$ cat src/rtl/seq_detector_param.sv
// seq_detector_param
// Parametrised Mealy serial-pattern detector with a reloadable pattern.
// The window is the last SEQ_LEN-1 accepted bits followed by the current x;
// Y is raised combinationally in the cycle the final pattern bit arrives.
// OVERLAP selects whether the tail of one match may start the next match.
// Optional feature macro: SEQ_DET_MATCH_CNT_EN (saturating match counter).
// When the macro is undefined, match_cnt is tied to zero and cnt_clr is ignored.

module seq_detector_param #(
   parameter int                 SEQ_LEN  = 4,
   parameter logic [SEQ_LEN-1:0] SEQ_INIT = 4'b1010,
   parameter bit                 OVERLAP  = 1'b1,
   parameter int                 CNT_W    = 8
) (
   input  logic               clk,
   input  logic               rst,
   input  logic               x,
   input  logic               x_valid,
   input  logic               pat_load,
   input  logic [SEQ_LEN-1:0] pat_in,
   input  logic               cnt_clr,
   output logic               Y,
   output logic [SEQ_LEN-1:0] pattern,
   output logic [CNT_W-1:0]   match_cnt
);

   // fill counts accepted bits since the last clear and stops at SEQ_LEN-1,
   // at which point the window holds a full pattern's worth of bits
   localparam int                FILL_W   = $clog2(SEQ_LEN);
   localparam logic [FILL_W-1:0] FILL_MAX = FILL_W'(SEQ_LEN - 1);

   logic [SEQ_LEN-1:0] pattern_reg, pattern_next;
   logic [SEQ_LEN-2:0] hist_reg, hist_next;
   logic [FILL_W-1:0]  fill_reg, fill_next;

   logic [SEQ_LEN-1:0] window;
   logic [SEQ_LEN-1:0] eq_bits;
   logic               accept;
   logic               full;
   logic               match;

   // newest bit sits in the LSB so the oldest history bit lines up with the pattern MSB
   assign window = {hist_reg, x};

   // per-bit equality between the live window and the stored pattern
   generate
      for (genvar gi = 0; gi < SEQ_LEN; gi++) begin : g_eq
         assign eq_bits[gi] = ~(window[gi] ^ pattern_reg[gi]);
      end
   endgenerate

   // a pattern load discards the sample presented in the same cycle
   assign accept = x_valid & ~pat_load;
   assign full   = (fill_reg == FILL_MAX);

   // qualifying with rst keeps Y low for the whole time reset is held
   assign match  = rst & accept & full & (&eq_bits);

   assign Y       = match;
   assign pattern = pattern_reg;

   // next-state logic: pattern reload, history shift and fill bookkeeping
   always_comb begin
      pattern_next = pattern_reg;
      hist_next    = hist_reg;
      fill_next    = fill_reg;
      if (pat_load) begin
         pattern_next = pat_in;
         hist_next    = '0;
         fill_next    = '0;
      end else if (accept) begin
         hist_next = window[SEQ_LEN-2:0];
         if (match && (OVERLAP == 1'b0)) begin
            // non-overlapping: the next match needs SEQ_LEN fresh bits
            fill_next = '0;
         end else if (!full) begin
            fill_next = fill_reg + 1'b1;
         end
      end
   end

   // detector state registers
   always_ff @(posedge clk or negedge rst) begin
      if (!rst) begin
         pattern_reg <= SEQ_INIT;
         hist_reg    <= '0;
         fill_reg    <= '0;
      end else begin
         pattern_reg <= pattern_next;
         hist_reg    <= hist_next;
         fill_reg    <= fill_next;
      end
   end

`ifdef SEQ_DET_MATCH_CNT_EN
   logic [CNT_W-1:0] cnt_reg, cnt_next;

   // saturating count of match cycles; a clear beats a simultaneous match
   always_comb begin
      cnt_next = cnt_reg;
      if (cnt_clr) begin
         cnt_next = '0;
      end else if (match && (cnt_reg != {CNT_W{1'b1}})) begin
         cnt_next = cnt_reg + CNT_W'(1);
      end
   end

   // match counter register
   always_ff @(posedge clk or negedge rst) begin
      if (!rst) begin
         cnt_reg <= '0;
      end else begin
         cnt_reg <= cnt_next;
      end
   end

   assign match_cnt = cnt_reg;
`else
   // counter compiled out: clear input has no effect
   logic unused_cnt_clr;
   assign unused_cnt_clr = cnt_clr;
   assign match_cnt      = '0;
`endif

endmodule

$ cat config.mk
export PLATFORM = sky130hd
export DESIGN_NAME = seq_detector_param
export DESIGN_NICKNAME = d
export VERILOG_FILES = /design/src/rtl/seq_detector_param.sv
export SDC_FILE = /design/constraint.sdc
export NUM_CORES = 1
export LEC_CHECK = 0
export BUFFER_PORTS_ARGS = -buffer_cell sky130_fd_sc_hd__buf_4
export CAP_MARGIN = 10
export CORE_AREA = 2 2 39 41
export DETAILED_ROUTE_END_ITERATION = 10
export DIE_AREA = 0 0 41 43
export PLACE_DENSITY = 0.77
export SETUP_SLACK_MARGIN = 0.1
export SYNTH_ARGS = -nofsm -noshare
export SYNTH_HDL_FRONTEND = slang
export SYNTH_SLANG_ARGS = --single-unit
export TNS_END_PERCENT = 5
$ cat constraint.sdc
create_clock -name clk -period 1.2 [get_ports clk]
set_input_delay 0.36 -clock clk [delete_from_list [all_inputs] [get_ports clk]]
set_output_delay 0.36 -clock clk [all_outputs]
set_load 0.05 [all_outputs]
==> run metrics, run 1 <==
Simple-Gate Fraction of Synth Area=about 11%; post-synthesis mux area share=17.3%; worst-path cell with the longest stage delay=dfrtp_1; clk sinks=9; initial antenna violation count=0; I/O pin total=23; xor-xnor portion of the synthesized cell area=around 7.1%; initial core utilization=35.4%; Leak=0.360 nW; Int Pwr=0.000570 W; grt ovf=0; R2R Setup Slk=~0.06 ns; Setup Viol. Count Final=5; # diodes=0; Hold Fails Final Rpt=0; First-pass DRT Iterations=5; Crit path arrival time=1.38 ns; YS warnings=0; worst r2r src=fill_reg[0]$_DFFE_PN0P_; largest net degree at the start of global routing=10; RD Place Congestion=0.679; post-layout minimum cycle time=1.74 ns; critical path startpoint category=flip-flop; Primary FF master, synth=dfrtp_1; CTS buffer count=3; main area contributors after synthesis=dfrtp_1 36%, buf_4 12%, dfstp_2 11%; Yosys cell types=19; crit-path max FO=2; most frequent cell after synthesis=buf_4; # H-tree levels=1; max reg flops=4; Final Max Tran Viols=0; post-layout power=0.000862 W; first-pass GRT wire length=1470 um; Die Y=roughly 43 um; RSZ-0062 raised after global routing=true; synthesized cell area=490 sq um; setup ws final=-0.535 ns; worst reg2reg path depth=4; Routed WL=878 um; largest family of logic cells by synthesized area=multiplexers; Worst Skew=0.00402 ns; Yosys top cell by area=dfrtp_1; number of synthesized register bits=9; maxcap violations=0; drt wl/cell=10.5 um; Async SR Flop Fraction=100%; # fillers=124; sequential share of power=between 40% and 50%; synth cell count leaders=8 x buf_4, 7 x dfrtp_1, 4 x mux2i_1, 4 x nor2_1, 3 x xnor2_1; clock transition at the registers of the reported paths=0.07 ns; status=finished with violations; Synth Area in Adders=~2.6%; vias in the first global route=approximately 370; Worst R2R End=fill_reg[0]$_DFFE_PN0P_; CTS tree=yes; Clock Path Buffers=2; post-layout util=52.0%; Synth Instances=between 40 and 50; Die Wd=41 um; Max IR drop VDD=635 uV; clock latency on the worst-skew pair=~0.26 ns; hpwl dp=roughly 700 um; failing checks=negative setup slack; Nets=80; row count=14; Hold WC Path Type=primary input to async pin; Compound-Gate Fraction of Synth Area=between 1.5 and 2%; via count=between 300 and 400; layout cells sized above 1=a little over half; CP Class=flip-flop to output port; crit path cell chain=ha_2 > nand4b_1 > nor3_4 > buf_6; Die ar.=1760 sq um; pre-CTS setup slack=-0.295 ns; top cell type's share of synthesized area=35.7%; Gate power share=32.9%; DRT iter0 DRCs=5; EDFF count, synth=0; final antenna-violating net count=0; core area=1380 sq um; clock network power share=a little over a quarter; Sw Ratio=around 34%; syn avg cell area=around 11 sq um; crit path capture type=output port; Required @ worst endpoint=0.84 ns; Min Hold Slack=roughly 0.006 ns; switching power total=0.000292 W; Max Clk Rate=0.576 GHz; post-synthesis sequential area ratio=46.4%; Root Buffer=clkbuf_4; DRC Markers=0; GRT Resource Usage Total=12.9%; Power Dens Cells=1200 nW/um^2; CP peak stage delay=0.36 ns; Area Overhead vs Synth=46.7%; I/O Buffers=13; setup TNS=-1.15 ns; final critical-path share of the clock period=145%; via/cell ratio=4.36
==> critical path: cells and delay by family (launching register included) <==
family	cells	cell delay, ns
simple gates	2	0.39
buf+inv	1	0.18
flops	1	0.36
fa+ha+maj	1	0.19
==> metal layers <==
metal	vias to the layer above	GRT usage, %	wire, um
li1	178	-	-
met1	170	14.7	342
met2	16	19.4	467
met3	2	1.57	48
met4	0	12.0	20
met5	-	0	0
==> cells by family (layout without fill, tap and decap cells) <==
group / Yosys count / in the layout
other cells: 1 / 8
mux: 8 / 8
simple gates: 10 / 10
buf+inv: 9 / 27
fa+ha+maj: 1 / 1
xor+xnor: 4 / 4
flops: 9 / 9
compound gates: 1 / 1
==> cells in the final DEF (no fill, tap or decap), types with 2 or more instances in the layout <==
cell type  count
xnor2_1        3
buf_4         18
mux2_1         2
buf_6          3
dfrtp_1        7
nor2_1         4
clkbuf_4       3
conb_1         8
mux2i_1        4
buf_8          2
mux2_2         2
dfstp_2        2
==> area by class of cell <==
class	instances	area [sq um]	area share (%)
clock buffers	3	22.5	3.13
clock inverters	1	5.00	0.696
multi-input cells	32	245	34.1
flip-flops and latches	9	228	31.7
well taps	16	20.0	2.78
repair buffers	23	199	27.7
==> power by group through the flow <==
| stage | Combinational, W | Sequential (W) | Clock (W) |
|---|---|---|---|
| finish | 0.000284 | 0.000345 | 0.000233 |
| global route | 0.000302 | 0.000348 | 0.000253 |
| CTS | 0.000283 | 0.000346 | 0.000245 |
| detailed placement | 0.000262 | 0.000351 | 0 |
| global placement | 0.000257 | 0.000350 | 0 |
| floorplan | 0.000134 | 0.000402 | 0 |
==> stage by stage <==
stage	instance area, sq um	cells
after CTS	717	84
after detailed placement	656	80
final	719	84
after global placement	656	80
after floorplan	528	50
after global routing	719	84
==> worst max-delay path by stage <==
stage	cells after the start	from	slack, ns	to
after CTS	4	pattern[3]$_DFFE_PN1P_	-0.57	Y
after floorplan	3	pattern[1]$_DFFE_PN1P_	-0.54	Y
after global placement	4	pattern[3]$_DFFE_PN1P_	-0.27	Y
after detailed placement	4	pat_load	-0.30	Y
after global routing	4	pattern[3]$_DFFE_PN1P_	-0.62	Y
final	4	fill_reg[0]$_DFFE_PN0P_	-0.54	Y
==> what timing repair did <==
| action | 4_1_cts | 5_1_grt |
|---|---|---|
| setup buffers | 0 | 0 |
| pin swaps | 3 | 3 |
| hold buffers | 0 | 0 |
| setup endpoints to repair | 7 | 6 |
| gates resized for setup | 9 | 1 |
No activity file was read; power rests on OpenSTA's default activity.
==> run 2, diff against run 1 <==
--- a/config.mk
+++ b/config.mk
@@ -11,6 +11,7 @@
 export DETAILED_ROUTE_END_ITERATION = 10
 export DIE_AREA = 0 0 41 43
 export PLACE_DENSITY = 0.77
+export REMOVE_ABC_BUFFERS = 1
 export SETUP_SLACK_MARGIN = 0.1
 export SYNTH_ARGS = -nofsm -noshare
 export SYNTH_HDL_FRONTEND = slang
==> run 2 against run 1 <==
The run still ends with negative setup slack left. Sequential cell count unchanged. Sequential power about the same. Largest power group unchanged. Global-route usage is 0.71 points lower. First-iteration DRC count decreased by 80%. Register-to-register slack about the same.
==> run metrics, run 2 (synthesis gave the netlist of run 1 again) <==
Hold WC Path Type=primary input to async pin; maxcap violations=0; final antenna-violating net count=0; RD Place Congestion=0.682; drt wl/cell=9.99 um; worst r2r src=fill_reg[0]$_DFFE_PN0P_; Gate power share=32.9%; DRC Markers=0; Worst Skew=approximately 0.00034 ns; most frequent cells in the layout=16 x buf_4, 8 x conb_1, 7 x dfrtp_1, 5 x buf_6; post-layout minimum cycle time=1.71 ns; Sw Ratio=32.3%; Hold Fails Final Rpt=0; Clock Path Buffers=2; hpwl dp=667 um; max reg flops=4; final critical-path share of the clock period=143%; I/O pin total=23; sequential cell area=228 sq um; CTS buffer count=3; Crit path arrival time=1.35 ns; Power Dens Cells=1190 nW/um^2; # H-tree levels=1; setup TNS=-1.03 ns; post-layout util=52.0%; setup ws final=-0.515 ns; Leak=~0.35 nW; Critical path origin=pattern[3]$_DFFE_PN1P_; Int Pwr=0.000578 W; pre-CTS setup slack=-0.277 ns; commonest non-fill, non-tap cell in the layout=buf_4; Final Max Tran Viols=0; CTS tree=yes; largest net degree at the start of global routing=10; via count=361; status=finished with violations; crit path capture type=output port; I/O Buffers=13; area of the multi-input gates=239 sq um; Setup Fix Bufs, Post-CTS=0; first-pass GRT wire length=1440 um; CP Class=flip-flop to output port; Max IR drop VDD=634 uV; # fillers=approximately 120; First-pass DRT Iterations=2; Required @ worst endpoint=0.84 ns; clk sinks=9; core area=1380 sq um; switching power total=roughly 0.00028 W; initial core utilization=35.4%; Die Wd=just over 40 um; clock network power share=26.4%; failing checks=negative setup slack; Routed WL=839 um; Setup Viol. Count Final=5; Nets=80; vias in the first global route=342; grt ovf=0; # diodes=0; layout cells sized above 1=51.5%; RSZ-0062 raised after global routing=true; clock transition at the registers of the reported paths=0.06 ns; Die Y=43 um; sequential share of power=40.6%; Area Overhead vs Synth=46.7%; crit-path max FO=2; Root Buffer=clkbuf_4; critical path startpoint category=flip-flop; Max Clk Rate=0.583 GHz; Die ar.=about 1800 sq um; initial antenna violation count=0; via/cell ratio=4.30; DRT iter0 DRCs=1; GRT Resource Usage Total=12.2%; row count=14; clock latency on the worst-skew pair=0.25 ns
==> run 2: cell types whose count changed in the layout (fill, tap and decap cells not counted) <==
cell      before  now
clkinv_2       1    0
nor3_4         1    0
buf_4         18   16
buf_6          3    5
clkbuf_1       0    1
nor3_2         0    1
==> run 2: worst paths after layout <==
| kind | cells after the start | endpoint | slack [ns] |
|---|---|---|---|
| setup / recovery | 4 | Y | -0.51 |
| hold / removal | 2 | fill_reg[0]$_DFFE_PN0P_ | 0.02 |
| setup reg to reg | 4 | fill_reg[0]$_DFFE_PN0P_ | 0.05 |
| hold reg to reg | 2 | hist_reg[2]$_DFFE_PN0P_ | 0.55 |
| max in group asynchronous | 2 | pattern[1]$_DFFE_PN1P_ | 0.97 |
| min in group clk | 2 | pattern[2]$_DFFE_PN0P_ | 0.32 |
==> run 2: critical path, stage by stage (launching register included) <==
cell,delay [ns]
dfstp_2,0.54
xnor2_1,0.12
nand3_1,0.12
nor3_2,0.14
buf_6,0.18
==> run 2: layout make-up <==
type / instances / share of cell area (%)
Multi-Input combinational cell: 32 / 33.2
Sequential cell: 9 / 31.7
Timing Repair Buffer: 23 / 28.7
Clock buffer: 4 / 3.65
Tap cell: 16 / 2.78
==> run 2: power groups by stage <==
stage               Clock [W]  Combinational, W  Sequential [W]
finish               0.000226          0.000281        0.000347
global route         0.000245          0.000301        0.000350
CTS                  0.000231          0.000278        0.000346
detailed placement          0          0.000254        0.000351
global placement            0          0.000250        0.000350
floorplan                   0          0.000104        0.000402
==> run 2: stage by stage <==
stage / std cells / total power (W) / cell area (sq um) / hold WS [ns]
floorplan: 41 / 0.000506 / 452 / 0.0644
CTS: 84 / 0.000855 / 704 / 0.0201
finish: 84 / 0.000854 / 719 / 0.0180
global placement: 80 / 0.000601 / 644 / 0.284
detailed placement: 80 / 0.000605 / 644 / 0.290
global route: 84 / 0.000896 / 719 / 0.0266
==> run 2: repair_timing <==
| action | CTS | global route |
|---|---|---|
| gates resized for setup | 9 | 4 |
| setup endpoints to repair | 7 | 7 |
| pin swaps | 0 | 3 |
| hold buffers | 0 | 0 |
| cloned | 0 | 0 |
==> run 2: layer usage <==
metal	vias to the layer above	global-route usage (%)	share of wire, %
li1	174	-	-
met1	175	15.4	40
met2	10	18.4	55
met3	2	3.14	4.4
met4	0	6.00	0.83
met5	-	0	0
